--- config.mk ---
export PLATFORM = sky130hd
export DESIGN_NAME = debounce_bank
export DESIGN_NICKNAME = d
export VERILOG_FILES = /design/src/rtl/debounce_pkg.sv /design/src/rtl/debounce_channel.sv /design/src/rtl/debounce_bank.sv
export SDC_FILE = /design/constraint.sdc
export NUM_CORES = 1
export LEC_CHECK = 0
export ABC_CLOCK_PERIOD_IN_PS = 2000
export BUFFER_PORTS_ARGS = -buffer_cell sky130_fd_sc_hd__buf_2
export CAP_MARGIN = 20
export CORE_UTILIZATION = 56
export DETAILED_ROUTE_END_ITERATION = 10
export PLACE_DENSITY_LB_ADDON = 0.08
export SYNTH_ARGS = -nofsm -noshare
export SYNTH_HDL_FRONTEND = slang
export SYNTH_SLANG_ARGS = --single-unit
--- constraint.sdc ---
create_clock -name clk -period 2 [get_ports clk]
set_clock_uncertainty 0.15 [all_clocks]
set_input_delay 0 -clock clk [delete_from_list [all_inputs] [get_ports clk]]
set_output_delay 0 -clock clk [all_outputs]
set_load 0.005 [all_outputs]
--- src/rtl/debounce_pkg.sv ---
// Shared defaults, per-channel event record and counter-width helper for debounce_bank.
// The optional auto-repeat feature is enabled by defining DEBOUNCE_REPEAT_EN.
package debounce_pkg;

  localparam int unsigned DefChannels     = 4;
  localparam int unsigned DefStableCycles = 8;
  localparam int unsigned DefSyncStages   = 2;
  localparam int unsigned DefRepeatDelay  = 200;
  localparam int unsigned DefRepeatPeriod = 50;

  typedef struct packed {
    logic lvl;
    logic press;
    logic rel;
    logic rpt;
  } chan_evt_t;

  // Bits needed to hold values 0..max_val inclusive.
  function automatic int unsigned cnt_width(input int unsigned max_val);
    return (max_val < 1) ? 1 : $clog2(max_val + 1);
  endfunction

endpackage

--- src/rtl/debounce_channel.sv ---
// One debounced input: synchroniser, stability counter, level, edge pulses and
// (with DEBOUNCE_REPEAT_EN defined) an auto-repeat timer.
module debounce_channel
  import debounce_pkg::*;
#(
  parameter int unsigned STABLE_CYCLES = DefStableCycles,
  parameter int unsigned SYNC_STAGES   = DefSyncStages
`ifdef DEBOUNCE_REPEAT_EN
  ,
  parameter int unsigned REPEAT_DELAY  = DefRepeatDelay,
  parameter int unsigned REPEAT_PERIOD = DefRepeatPeriod
`endif
) (
  input  logic      i_clk,
  input  logic      i_rst,
  input  logic      i_btn,
  output chan_evt_t o_evt
);

  localparam int unsigned CntW = cnt_width(STABLE_CYCLES);

  logic [SYNC_STAGES-1:0] r_sync;
  logic [CntW-1:0]        r_cnt;
  logic                   r_level;
  logic                   r_press;
  logic                   r_release;
  logic                   w_synced;
  logic                   w_differ;
  logic                   w_accept;
  logic                   w_rpt;

  assign w_synced = r_sync[SYNC_STAGES-1];
  assign w_differ = w_synced ^ r_level;
  // Counter holds STABLE_CYCLES for one cycle before the level flips, so the
  // step-to-level latency is SYNC_STAGES + STABLE_CYCLES edges.
  assign w_accept = w_differ && (r_cnt == CntW'(STABLE_CYCLES));

  always_ff @(posedge i_clk) begin
    if (i_rst) begin
      r_sync <= '0;
    end else begin
      r_sync <= {r_sync[SYNC_STAGES-2:0], i_btn};
    end
  end

  always_ff @(posedge i_clk) begin
    if (i_rst) begin
      r_cnt     <= '0;
      r_level   <= 1'b0;
      r_press   <= 1'b0;
      r_release <= 1'b0;
    end else begin
      r_press   <= w_accept & ~r_level;
      r_release <= w_accept & r_level;
      if (w_accept) begin
        r_level <= ~r_level;
        r_cnt   <= '0;
      end else if (w_differ) begin
        r_cnt <= r_cnt + CntW'(1);
      end else begin
        r_cnt <= '0;
      end
    end
  end

`ifdef DEBOUNCE_REPEAT_EN
  localparam int unsigned RptMax = (REPEAT_DELAY > REPEAT_PERIOD) ? REPEAT_DELAY : REPEAT_PERIOD;
  localparam int unsigned RptW   = cnt_width(RptMax);

  logic [RptW-1:0] r_rpt_cnt;
  logic            r_rpt_periodic;
  logic            r_rpt;
  logic [RptW-1:0] w_rpt_target;

  assign w_rpt_target = r_rpt_periodic ? RptW'(REPEAT_PERIOD - 1) : RptW'(REPEAT_DELAY - 1);

  // Any level change (press or release) restarts the timer; release wins over a due repeat.
  always_ff @(posedge i_clk) begin
    if (i_rst || w_accept || !r_level) begin
      r_rpt_cnt      <= '0;
      r_rpt_periodic <= 1'b0;
      r_rpt          <= 1'b0;
    end else if (r_rpt_cnt == w_rpt_target) begin
      r_rpt_cnt      <= '0;
      r_rpt_periodic <= 1'b1;
      r_rpt          <= 1'b1;
    end else begin
      r_rpt_cnt <= r_rpt_cnt + RptW'(1);
      r_rpt     <= 1'b0;
    end
  end

  assign w_rpt = r_rpt;
`else
  assign w_rpt = 1'b0;
`endif

  assign o_evt.lvl   = r_level;
  assign o_evt.press = r_press;
  assign o_evt.rel   = r_release;
  assign o_evt.rpt   = w_rpt;

endmodule

--- src/rtl/debounce_bank.sv ---
// Bank of CHANNELS independent debouncers sharing one clock and synchronous reset.
// Define DEBOUNCE_REPEAT_EN to enable per-channel auto-repeat; otherwise btn_repeat is 0.
module debounce_bank
  import debounce_pkg::*;
#(
  parameter int unsigned CHANNELS      = DefChannels,
  parameter int unsigned STABLE_CYCLES = DefStableCycles,
  parameter int unsigned SYNC_STAGES   = DefSyncStages,
  parameter int unsigned REPEAT_DELAY  = DefRepeatDelay,
  parameter int unsigned REPEAT_PERIOD = DefRepeatPeriod
) (
  input  logic                clk,
  input  logic                rst,
  input  logic [CHANNELS-1:0] btn_in,
  output logic [CHANNELS-1:0] btn_level,
  output logic [CHANNELS-1:0] btn_press,
  output logic [CHANNELS-1:0] btn_release,
  output logic [CHANNELS-1:0] btn_repeat
);

  if (CHANNELS < 1 || STABLE_CYCLES < 2 || SYNC_STAGES < 2 ||
      REPEAT_DELAY < 1 || REPEAT_PERIOD < 1) begin : g_param_err
    $error("debounce_bank: parameter out of range");
  end

  chan_evt_t w_evt [CHANNELS];

  for (genvar g = 0; g < CHANNELS; g++) begin : g_chan
    debounce_channel #(
      .STABLE_CYCLES (STABLE_CYCLES),
      .SYNC_STAGES   (SYNC_STAGES)
`ifdef DEBOUNCE_REPEAT_EN
      ,
      .REPEAT_DELAY  (REPEAT_DELAY),
      .REPEAT_PERIOD (REPEAT_PERIOD)
`endif
    ) u_chan (
      .i_clk (clk),
      .i_rst (rst),
      .i_btn (btn_in[g]),
      .o_evt (w_evt[g])
    );

    assign btn_level[g]   = w_evt[g].lvl;
    assign btn_press[g]   = w_evt[g].press;
    assign btn_release[g] = w_evt[g].rel;
    assign btn_repeat[g]  = w_evt[g].rpt;
  end

endmodule

==> results.toml <==
[outcome]
status = "complete, no violations"

[routing]
top_layer = "met4"
routed-wl-met2_um = 902
wl_per_cell_um = 10.5
wl_met3_um = 101
num_vias = 896
first_pass_iters = 3
postRouteAntennaNets = 0
via_per_inst = 4.77
drc = 0
met1_length_um = 924
drt_iter0_drc = 5
routed_wirelength_um = 1970

[setup_path]
slowest_delay_ns = 0.57
cp-start-kind = "primary input"
cp_common_cell = "dlygate4sd3_1"
crit_buf_inv = 3
crit_chain = "dlygate4sd3_1 > buf_2 > nor2b_1 > dlygate4sd3_1"
arrival_ns = 1.52
cp_max_fo = 21
critPathCaptureType = "register"
slowest_stage = "dlygate4sd3_1"
crit_required_ns = 2.08
crit_type = "in -> reg"
path_delay_family = "buffers and inverters"

[synthesis]
synth_compound_area_share_pct = 0
ys_seq_elements = 36
synthMuxAreaShare_pct = 2.74
synth.distinct_cells = 14
synth_top_family_by_area = "simple AND/OR/NAND/NOR gates"
synth_xor_area_share_pct = 7.18
yosysSeqAreaShare_pct = 49.2
synth_area_per_cell_um2 = 10.5
synth_cells = 140
synth_fa_ha_area_share_pct = 6.84
synth_area_um2 = 1460
synthSimpleGateAreaFrac_pct = 21.5
yosys_warnings = 0

[floorplanning]
die_w_um = 53.1
io_pins = 22
row_count = 18
start_util_pct = 59.1
core_region_area_um2 = 2480
die_area_um2 = 2820
die_h_um = 53.1

[sta]
setup_tns_ns = 0
fmax_mhz = 692
min_period_ns = 1.45
rsz0062_at_grt = "false"
finalSetupViolCount = 0
worst_slack_ns = 0.554
timing.final.crit_share_pct = 72.3
timing_hold_violations_final = 0
drv_slew = 0

[cts]
cts_setup_buffers = 0
cts-root-buf = "clkbuf_4"
clk_latency_ns = 0.33
cts_inserted_buffers = 5
cts_tree = "yes"
clk_pin_slew_ns = 0.10
clock_path_buffers = 2
htree_num_levels = 2
cts.sinks = 36

[finish]
final_cell_mix = "dfxtp_1, nor2_1, buf_2, inv_1, dlygate4sd3_1"
antenna_cells = 0
drive_above_1_share_pct = 17.1
layout.nets = 172
final_common_cell = "dfxtp_1"
area_growth_pct = 9.57

[job]
maxCapViolCount = 0

[power]
p_comb_share_pct = 4.1
p_clk_share_pct = 30.8
cellLeakagePower_uw = 0.000707
p_per_area_nw_per_um2 = 703
p_int_uw = 880
p_sw_share_pct = 21.9
p_seq_share_pct = 65.1
ir_drop_uv = 603
switchingPower_uw = 247

[placed_design]
portBuffers = 17
pre_cts_ws_ns = 0.723
hpwlAfterDp_um = 1340
place.gp.congestion = 0.671

[global_route]
grt_max_degree = 22
overflow = 0
first_global_vias = 738
grt_pass1_wl_um = 3110
track_usage_pct = 16.5
antenna_found_initial = 0

[worst_hold_path]
min_path_type = "reg -> reg"
## worst reg2reg max path, cell delays in order (launching register included)
cell and delay, ns:
dfxtp_1 0.39, inv_1 0.06, ha_1 0.23, nand3b_4 0.10, nand3_1 0.16, nor2_1 0.13
## layout make-up
cell class,instances,area (um^2)
clock buffer,6,41.3
clock inverter,1,5.00
fill,212,873
inverter,13,48.8
multi-input combinational,76,576
sequential,36,721
tap,30,37.5
timing repair buffer,26,175
## Yosys cell counts (all sizes together)
library cell	n	area share (%)
xnor2	4	2.4
xor2	8	4.8
dfxtp	36	49
nand3	8	2.7
buf	18	8.9
nor4b	8	4.8
ha	8	6.8
nor2b	8	3.4
nor2	20	5.1
mux2i	4	2.7
inv	13	3.3
nand3b	4	5.5
conb	1	0.26
## state kept, by name (all words and copies together) (netlist names)
| signal | flops |
|---|---|
| g_chan.u_chan.r_level | 4 |
| g_chan.u_chan.r_release | 4 |
| g_chan.u_chan.r_cnt | 16 |
| g_chan.u_chan.r_press | 4 |
| g_chan.u_chan.r_sync | 8 |
## logic make-up after synthesis
family,Yosys count
xor gates and xnor gates,12
adders and majority gates,8
buffers and inverters,31
DFF,36
muxes,4
other,1
and+or+nand+nor,48
## power groups by stage
stage	registers, uW	logic [uW]	clock network [uW]
final	733	46.2	348
after global routing	735	51.5	401
after CTS	733	45.6	373
after detailed placement	750	32.4	0
after global placement	749	31.0	0
after floorplan	748	30.1	0
## what timing repair did
action / 4_1_cts / 5_1_grt
endpoints found under the hold margin: 20 / 0
gates resized for setup: 0 / 0
hold buffers: 9 / 0
## path summary, 6_finish.rpt
path	from	endpoint	slack (ns)	depth (start not counted)
worst max-delay path	rst	g_chan[1].u_chan.r_sync[0]	0.55	4
worst min-delay path	g_chan[1].u_chan.r_sync[0]	g_chan[1].u_chan.r_sync[1]	0.30	1
worst max register to register	g_chan[1].u_chan.r_cnt[0]	g_chan[1].u_chan.r_cnt[3]	0.72	5
worst min register to register	g_chan[1].u_chan.r_sync[0]	g_chan[1].u_chan.r_sync[1]	0.30	1
## metrics by stage
stage | area [um^2] | util, % | hold slack, ns | power (uW) | std cells
after floorplan | 1480 | - | -0.0218 | 778 | 143
after global placement | 1470 | 59.2 | 0.0630 | 780 | 172
after detailed placement | 1470 | 59.2 | 0.0632 | 782 | 172
after CTS | 1600 | 64.7 | 0.300 | 1150 | 188
after global routing | 1600 | 64.7 | 0.318 | 1190 | 188
final | 1600 | 64.7 | 0.296 | 1130 | 188
## metal layers
layer	GRT usage, %	vias to the layer above
met2	25.5	23
met5	0	-
met4	7.89	0
met3	9.48	5
met1	17.9	408
li1	-	460
(Power assumes the default switching activity.)
